--- src/rtl/imem_port_arbiter.sv ---
// Purpose : arbitrates the single-port instruction memory between fetch (read) and the loader (write).
// Latency : handshake in cycle N, memory access and response in cycle N+1; grants are combinational.
// Backpressure: requesters hold req/addr until gnt; loader has priority but yields to fetch after
//               LOAD_BURST consecutive grants while fetch waits, so fetch is never starved.
//
// Ports:
//   clk, rst                      single clock, synchronous active-high reset
//   fetch_req/addr/gnt/flush      fetch request channel (word address)
//   fetch_rvalid/rdata/err        fetch response, one cycle after the grant
//   load_req/addr/wdata/gnt       loader write request channel
//   load_done/err                 loader completion, one cycle after the grant
//   mem_address/read_en/write_en/data_in   registered memory controls
//   mem_data_out                  memory read data, combinational from mem_address
//   stat_fetch_cnt/load_cnt/stall_cnt      only when IMEM_ARB_STATS_EN is defined
//
// Optional feature macro: IMEM_ARB_STATS_EN (adds free-running wrap-around statistics counters).

module imem_port_arbiter #(
  parameter int unsigned DEPTH      = 8192,
  parameter int unsigned LOAD_BURST = 4
) (
  input  logic        clk,
  input  logic        rst,
  // fetch requester
  input  logic        fetch_req,
  input  logic [31:0] fetch_addr,
  output logic        fetch_gnt,
  input  logic        fetch_flush,
  output logic        fetch_rvalid,
  output logic [31:0] fetch_rdata,
  output logic        fetch_err,
  // loader requester
  input  logic        load_req,
  input  logic [31:0] load_addr,
  input  logic [31:0] load_wdata,
  output logic        load_gnt,
  output logic        load_done,
  output logic        load_err,
  // memory side
  output logic [31:0] mem_address,
  output logic        mem_read_en,
  output logic        mem_write_en,
  output logic [31:0] mem_data_in,
  input  logic [31:0] mem_data_out
`ifdef IMEM_ARB_STATS_EN
  ,
  output logic [31:0] stat_fetch_cnt,
  output logic [31:0] stat_load_cnt,
  output logic [31:0] stat_stall_cnt
`endif
);

  localparam logic [31:0] DEPTH_L = 32'(DEPTH);
  localparam logic [3:0]  BURST_L = 4'(LOAD_BURST);

  // The state names the memory phase of the current cycle, i.e. the outcome
  // of the grant taken at the previous edge.
  typedef enum logic [2:0] {
    ST_IDLE,
    ST_READ,
    ST_WRITE,
    ST_ERR_R,
    ST_ERR_W
  } state_t;

  state_t     state;
  logic [3:0] burst_cnt;

  logic burst_full;
  logic fetch_oor;
  logic load_oor;

  assign burst_full = (burst_cnt == BURST_L);

  // Full 32-bit unsigned compare: any address at or above DEPTH is rejected,
  // including ones whose low bits would alias into the array.
  assign fetch_oor  = (fetch_addr >= DEPTH_L);
  assign load_oor   = (load_addr  >= DEPTH_L);

  // Loader wins unless it has used up its burst while fetch is waiting.
  // The two grants are mutually exclusive by construction.
  assign fetch_gnt  = ~rst & fetch_req & (~load_req | burst_full);
  assign load_gnt   = ~rst & load_req  & ~(fetch_req & burst_full);

  // Bus-phase FSM with registered memory controls. On an out-of-range grant
  // the address and data registers are left untouched so the memory sees no
  // new activity; only the enables drop.
  always_ff @(posedge clk) begin
    if (rst) begin
      state        <= ST_IDLE;
      burst_cnt    <= 4'd0;
      mem_address  <= 32'd0;
      mem_data_in  <= 32'd0;
      mem_read_en  <= 1'b0;
      mem_write_en <= 1'b0;
    end else begin
      mem_read_en  <= 1'b0;
      mem_write_en <= 1'b0;

      if (fetch_gnt) begin
        if (fetch_oor) begin
          state <= ST_ERR_R;
        end else begin
          state       <= ST_READ;
          mem_address <= fetch_addr;
          mem_read_en <= 1'b1;
        end
      end else if (load_gnt) begin
        if (load_oor) begin
          state <= ST_ERR_W;
        end else begin
          state        <= ST_WRITE;
          mem_address  <= load_addr;
          mem_data_in  <= load_wdata;
          mem_write_en <= 1'b1;
        end
      end else begin
        state <= ST_IDLE;
      end

      // Counts loader grants taken while fetch waits. It cannot pass
      // BURST_L: at BURST_L with fetch pending, fetch is the one granted.
      if (fetch_gnt || !fetch_req) begin
        burst_cnt <= 4'd0;
      end else if (load_gnt) begin
        burst_cnt <= burst_cnt + 4'd1;
      end
    end
  end

  // Responses decode the current phase. They are masked while rst is high so
  // a response due in a reset cycle is dropped; a write already in its WRITE
  // phase still reaches memory because mem_write_en is registered.
  always_comb begin
    fetch_rvalid = 1'b0;
    fetch_rdata  = 32'd0;
    fetch_err    = 1'b0;
    load_done    = 1'b0;
    load_err     = 1'b0;
    if (!rst) begin
      unique case (state)
        ST_READ: begin
          fetch_rvalid = ~fetch_flush;
          fetch_rdata  = mem_data_out;
        end
        ST_ERR_R: begin
          fetch_rvalid = ~fetch_flush;
          fetch_err    = ~fetch_flush;
        end
        ST_WRITE: begin
          load_done = 1'b1;
        end
        ST_ERR_W: begin
          load_done = 1'b1;
          load_err  = 1'b1;
        end
        default: begin
          fetch_rvalid = 1'b0;
        end
      endcase
    end
  end

`ifdef IMEM_ARB_STATS_EN
  // Free-running counters, wrapping naturally at 2^32.
  always_ff @(posedge clk) begin
    if (rst) begin
      stat_fetch_cnt <= 32'd0;
      stat_load_cnt  <= 32'd0;
      stat_stall_cnt <= 32'd0;
    end else begin
      if (fetch_req && fetch_gnt) begin
        stat_fetch_cnt <= stat_fetch_cnt + 32'd1;
      end
      if (load_req && load_gnt) begin
        stat_load_cnt <= stat_load_cnt + 32'd1;
      end
      if (fetch_req && !fetch_gnt) begin
        stat_stall_cnt <= stat_stall_cnt + 32'd1;
      end
    end
  end
`endif

endmodule
--- config.mk ---
export PLATFORM = sky130hd
export DESIGN_NAME = imem_port_arbiter
export DESIGN_NICKNAME = d
export VERILOG_FILES = /design/src/rtl/imem_port_arbiter.sv
export SDC_FILE = /design/constraint.sdc
export NUM_CORES = 1
export LEC_CHECK = 0
export CAP_MARGIN = 20
export CORE_UTILIZATION = 36
export DETAILED_ROUTE_END_ITERATION = 8
export PLACE_DENSITY = 0.81
export SYNTH_ARGS = -nofsm -noshare
export SYNTH_HDL_FRONTEND = slang
export SYNTH_SLANG_ARGS = --single-unit
--- constraint.sdc ---
create_clock -name clk -period 2.3 [get_ports clk]
set_clock_uncertainty 0.2 [all_clocks]
set_input_delay 0.23 -clock clk [delete_from_list [all_inputs] [get_ports clk]]
set_output_delay 0.23 -clock clk [all_outputs]
set_load 0.01 [all_outputs]
---- Yosys cells after proc, flatten, opt, wreduce, memory -nomap -nowiden ----
Cells that the tools add are included.
cells by class
  $add $sub $neg .......................... 1
  magnitude comparators ................... 2
  equality and inequality tests ........... 7
  multiplexer cells ....................... 20
  bitwise gates (word level) .............. 13
  reductions and logical operators ........ 10
operators with widths
  operator                                                                  number
  32-bit two-way mux                                                        6
  32-bit by 14-bit >= comparator with 1-bit output (second input constant)  2
  1-bit two-way mux                                                         10
  3-bit two-way mux                                                         3
  2-bit OR reduction                                                        4
  1-bit inverter                                                            7
  3-bit by 2-bit == test with 1-bit output (second input constant)          2
  3-bit AND reduction                                                       2
  1-bit bitwise AND                                                         5
  4-bit by 1-bit adder with 4-bit output (second input constant)            1
  4-bit by 3-bit == test with 1-bit output (second input constant)          1
  2-bit != test (second input constant)                                     2
  3-bit by 1-bit == test with 1-bit output (second input constant)          1
  3-bit == test (second input constant)                                     1
  3-bit OR reduction                                                        1
  2-bit two-way mux                                                         1
  2-bit nonzero test                                                        1
  1-bit zero test                                                           1
  1-bit logical OR                                                          1
  1-bit OR                                                                  1
storage, ports and cells
  flip-flop bits (word level) ............. 73
  input port bits ......................... 133
  output and inout port bits .............. 104
  logic and storage cells ................. 59

---- Depth between registers and ports, before layout ----
  word-level depth ........................ 6
  gate-level depth with buffers ........... 9
  depth with buffers taken out ............ 7

---- Worst setup path before layout ----
No wires, ideal clock.
  path kind ............................... register to register
  from .................................... reg burst_cnt[0]
  to ...................................... reg mem_address[10]
  library setup time ...................... 0.072 ns
  arrival time ............................ 1.627 ns
  data required time ...................... 2.028 ns
  slack ................................... 0.401 ns
  cell stages (with the launch flop) ...... 10
  buffers on the path ..................... 3
  clock period less this slack ............ 1.899 ns
  cell sequence ........................... dfxtp_1 inv_1 ha_1 and3b_1 buf_2 o211ai_1 o22a_1 buf_6 buf_12 mux2i_1
on the way
  cells in the longest elaborated chain, start to end .. 6
  elaborated cells on any way between the ends .. 11
  those cells by class .................... eq/ne (3); mux (1); bitwise (5); reduce/logical (2)
RTL lines
  item                                          RTL line  text
  start, declared                               67        logic [3:0] burst_cnt;
  start signal, assigned                        126       burst_cnt <= burst_cnt + 4'd1;
  4-bit by 3-bit == test with 1-bit output (*)  73        assign burst_full = (burst_cnt == BURST_L);
  1-bit bitwise AND                             83        assign load_gnt = ~rst & load_req & ~(fetch_req & burst_full);
  1-bit inverter                                83
  1-bit bitwise AND                             83
  2-bit nonzero test (no line)                  -
  3-bit AND reduction (no line)                 -
  end signal, assigned                          105       mem_address <= fetch_addr;
  end signal, assigned                          113       mem_address <= load_addr;
  end, declared                                 40        output logic [31:0] mem_address,
Every way passes the cells marked *; elsewhere a longest branch is shown, timed or not.
A chain may end at the register's enable or synchronous reset.

---- Final worst setup path ----
  from .................................... reg state[2]
  to ...................................... out fetch_rdata[14]
on the way
  cells in the longest elaborated chain, start to end .. 3
RTL lines
  item                                      RTL line  text
  start, declared                           66        state_t state;
  start signal, assigned                    90        state <= ST_IDLE;
  start signal, assigned                    102       state <= ST_ERR_R;
  start signal, assigned                    104       state <= ST_READ;
  3-bit by 1-bit == test with 1-bit output  141       unique case (state)
  32-bit two-way mux                        141
  32-bit two-way mux                        140       if (!rst) begin
  end, declared                             30        output logic [31:0] fetch_rdata,
No other way between the ends.

==> summary.md <==
| Metric | Value |
|---|---|
| Outcome | `complete, no violations` |
| Flop and latch count out of synthesis | `73` |
| Final setup violation count | `0` |
| Reg clk slew, reported paths | `~0.080 ns` |
| Data required, critical path | `1.87 ns` |
| TritonCTS sink count | `73` |
| Final number of max-transition violations | `0` |
| Standard-cell row count | `35` |
| Net count after synthesis | `549` |
| Critical R2R Capture | `mem_address[9]$_SDFFE_PP0P_` |
| Depth of the worst register-to-register path | `7` |
| Fraction of layout instances using a drive strength above 1 | `7.54%` |
| Post-synthesis adder-cell area fraction | `less than 1%` |
| Antenna Cells | `0` |
| Post-route DRC | `0` |
| Post-layout nets | `781` |
| Unrepaired setup endpoints after global routing | `true` |
| IO buf count | `236` |
| First-pass GRT wire length | `just under 20 mm` |
| Clock tree from TritonCTS | `yes` |
| Main combinational cell family by area after synthesis | `simple AND/OR/NAND/NOR gates` |
| Die boundary height | `101 µm` |
| Final core utilization | `68.5%` |
| Layout filler cell count | `773` |
| Total power per unit cell area | `465 nW/µm²` |
| Detailed router's first-iteration violation count | `151` |
| YS warnings | `0` |
| Area growth from synthesis to layout | `82.3%` |
| Worst vdd rail ir drop | `0.332 mV` |
| Maximum buffer depth of the clock tree | `2` |
| Max stage delay cell, worst path | `sky130_fd_sc_hd__clkdlybuf4s50_1` |
| Boundary pin count | `237` |
| Slew at the pin closest to its max-slew limit | `0.513 ns` |
| Mean instance size in the synthesized netlist | `roughly 8.5 µm²` |
| Element type at the critical path start | `flip-flop` |
| Maximum number of pins on one net before global-route repair | `35` |
| Wire length after detailed routing | `12.9 mm` |
| Grt total ovfl | `0` |
| Gp weighted congestion | `approximately 0.8` |
| Hold-fix buffer count after cts | `0` |
| Crit path time final | `2.27 ns` |
| Instance count of the mapped netlist | `414` |
| Chip Width | `101 µm` |
| Syn Std Cell Area | `3520 µm²` |
| Antenna violations before repair | `0` |
| Timing-limited maximum frequency | `between 400 and 500 MHz` |
| Detailed-route vias per instance | `5.16` |
| Part of the Yosys area used for sequential elements | `41.5%` |
| Max-slew headroom | `about 65%` |
| CP Max Fanout | `9` |
| Leakage power | `2.94 nW` |
| Number of failing hold endpoints at the final stage | `0` |
| Starting density of the core | `37.6%` |
| Critical path type | `flip-flop to output pin` |
| Largest stage delay, worst path | `0.54 ns` |
| Launch point of the critical path | `state[2]$_SDFF_PP0_` |
| Count of nets left with antenna violations after detail routing | `0` |
| Average detailed-routed wire length per instance | `roughly 17 µm` |
| Detailed-router iteration count before antenna repair | `4` |
| Slack of the worst reg-to-reg path | `0.35 ns` |
| Die outline area | `10200 µm²` |
| Proportion of synthesized area in mux cells | `3.70%` |
| Cell chosen for the clock root | `sky130_fd_sc_hd__clkbuf_8` |
| Inserted Clock Buffers | `9` |
| FF-to-FF Start | `burst_cnt[0]$_SDFFE_PP0P_` |
| Max H-tree Level | `3` |
| Worst hold path type | `primary input to flip-flop` |
| Arrival time worst endpoint | `1.84 ns` |
| Compound-gate portion of the synthesized area | `18.5%` |
| Maximum capacitance violations | `0` |
| Post-synthesis share of cell area spent on xor and xnor gates | `less than 1%` |
| Routed vias | `4022` |
| All-layer global routing usage | `approximately 25%` |
| Vias in the first global route | `3926` |
| Simple-gate share of the synthesized area | `26.9%` |
| Leading cell types in the layout, fill and taps excluded | `207 x sky130_fd_sc_hd__clkdlybuf4s50_1, 73 x sky130_fd_sc_hd__dfxtp_1, 45 x sky130_fd_sc_hd__o21ai_0` |
| Endpoint of the worst setup timing path | `fetch_rdata[14]` |
| Number of distinct library cells after synthesis | `39` |
| Sequence of cells on the critical path | `inv_1, nand3_2, nor2_4, buf_4, and2_1, clkdlybuf4s50_1` |
| Most common cell after layout, fill and taps aside | `sky130_fd_sc_hd__clkdlybuf4s50_1` |
| Final clock period utilization by the worst path | `between 90% and 100%` |
| Clock latency on the worst-skew pair | `0.33 ns` |
| DP HPWL | `9.54 mm` |
| Hold WS | `0.254 ns` |
| Placeable core region | `9370 µm²` |
| Kind of end point of the critical path | `output pin` |
## cell families after synthesis
family	Yosys count
DFF	73
buffers and inverters	59
xor gates and xnor gates	4
and+or+nand+nor	152
adders and majority gates	2
AOI/OAI and AO/OA	111
muxes	13
## cell type report
type	instances	area (µm²)	share of cell area, %
Sequential cell	73	1460	22.8
Clock inverter	5	129	2.01
Tap cell	129	161	2.52
Timing Repair Buffer	261	2660	41.5
Multi-Input combinational cell	282	1800	28.1
Inverter	19	71.3	1.11
Clock buffer	10	128	1.99
## synthesized netlist by cell type (all sizes together)
| cell type | number | area [µm²] |
|---|---|---|
| o22a | 1 | 8.76 |
| inv | 17 | 63.8 |
| o211a | 13 | 130 |
| nor4 | 9 | 108 |
| nor3b | 19 | 143 |
| clkinv | 2 | 7.51 |
| nand3 | 6 | 30.0 |
| nand3b | 1 | 7.51 |
| nor3 | 5 | 36.3 |
| o21ai | 46 | 230 |
| buf | 21 | 128 |
| and2 | 34 | 213 |
| nand4b | 1 | 8.76 |
| nand4 | 35 | 225 |
| clkbuf | 19 | 71.3 |
| xnor2 | 2 | 17.5 |
| dfxtp | 73 | 1460 |
| and3b | 1 | 8.76 |
| a21oi | 33 | 165 |
| a31oi | 1 | 6.26 |
| nand2 | 28 | 105 |
| and3 | 2 | 12.5 |
| xor2 | 2 | 17.5 |
| mux2i | 13 | 130 |
| nor2b | 2 | 15.0 |
| o211ai | 2 | 15.0 |
| o22ai | 13 | 81.3 |
| a21boi | 2 | 15.0 |
| ha | 2 | 25.0 |
| nor2 | 9 | 33.8 |
## state kept, by name, indices dropped and copies added (netlist names)
signal and cells:
mem_write_en 1, mem_data_in 32, mem_read_en 1, state 3, mem_address 32, burst_cnt 4
## per-stage QoR
stage,worst slack (ns),TNS (ns),power [W],instances,area (µm²)
floorplan,0.401,0,0.00141,414,3520
global placement,-0.00453,-0.00498,0.00170,763,6080
detailed placement,-0.119,-1.69,0.00171,763,6080
CTS,-0.0224,-0.167,0.00302,779,6340
global route,-0.0778,-0.294,0.00309,779,6410
finish,0.0276,0,0.00298,779,6410
## how the worst min path moves through the flow
stage               depth (start not counted)  slack, ns                            to                    startpoint
floorplan                                   2       0.18   mem_data_in[0]$_SDFFE_PP0P_                 load_wdata[0]
global placement                            2       0.24  mem_address[10]$_SDFFE_PP0P_  mem_address[10]$_SDFFE_PP0P_
detailed placement                          2       0.25   mem_address[5]$_SDFFE_PP0P_   mem_address[5]$_SDFFE_PP0P_
CTS                                         3       0.23  mem_data_in[27]$_SDFFE_PP0P_                load_wdata[27]
global route                                3       0.24   mem_data_in[5]$_SDFFE_PP0P_                 load_wdata[5]
finish                                      3       0.25  mem_data_in[27]$_SDFFE_PP0P_                load_wdata[27]
## layer usage
metal | wire length, µm | global-route usage (%) | part of all wire (%) | vias to the layer above
met5 | 0 | 0 | 0 | -
met4 | 414 | 10.4 | 3.2 | 0
met3 | 980 | 6.38 | 7.6 | 27
met2 | 6700 | 46.2 | 52 | 198
met1 | 4800 | 26.5 | 37 | 1862
li1 | - | - | - | 1935
## report_power, final
group / total [W] / switching (W) / internal [W] / leakage [nW]
registers: 0.00127 / 0.00000274 / 0.00127 / 0.588
logic: 0.000412 / 0.000149 / 0.000263 / 2.23
clock network: 0.00130 / 0.000477 / 0.000827 / 0.127
## worst max-delay path: cells and delay by family, from the launching register on
family | cells | cell delay (ns)
flip-flops | 1 | 0.32
AND/OR/NAND/NOR | 3 | 0.39
buffers and inverters | 3 | 0.80
## timing repair
item                       in CTS  in global routing
pin swaps                       0                  0
gates resized for setup         9                 28
setup buffers                   0                  0
setup endpoints to repair      35                 31
cloned                          1                  0
Note: power is estimated with default switching activity, not from simulation.
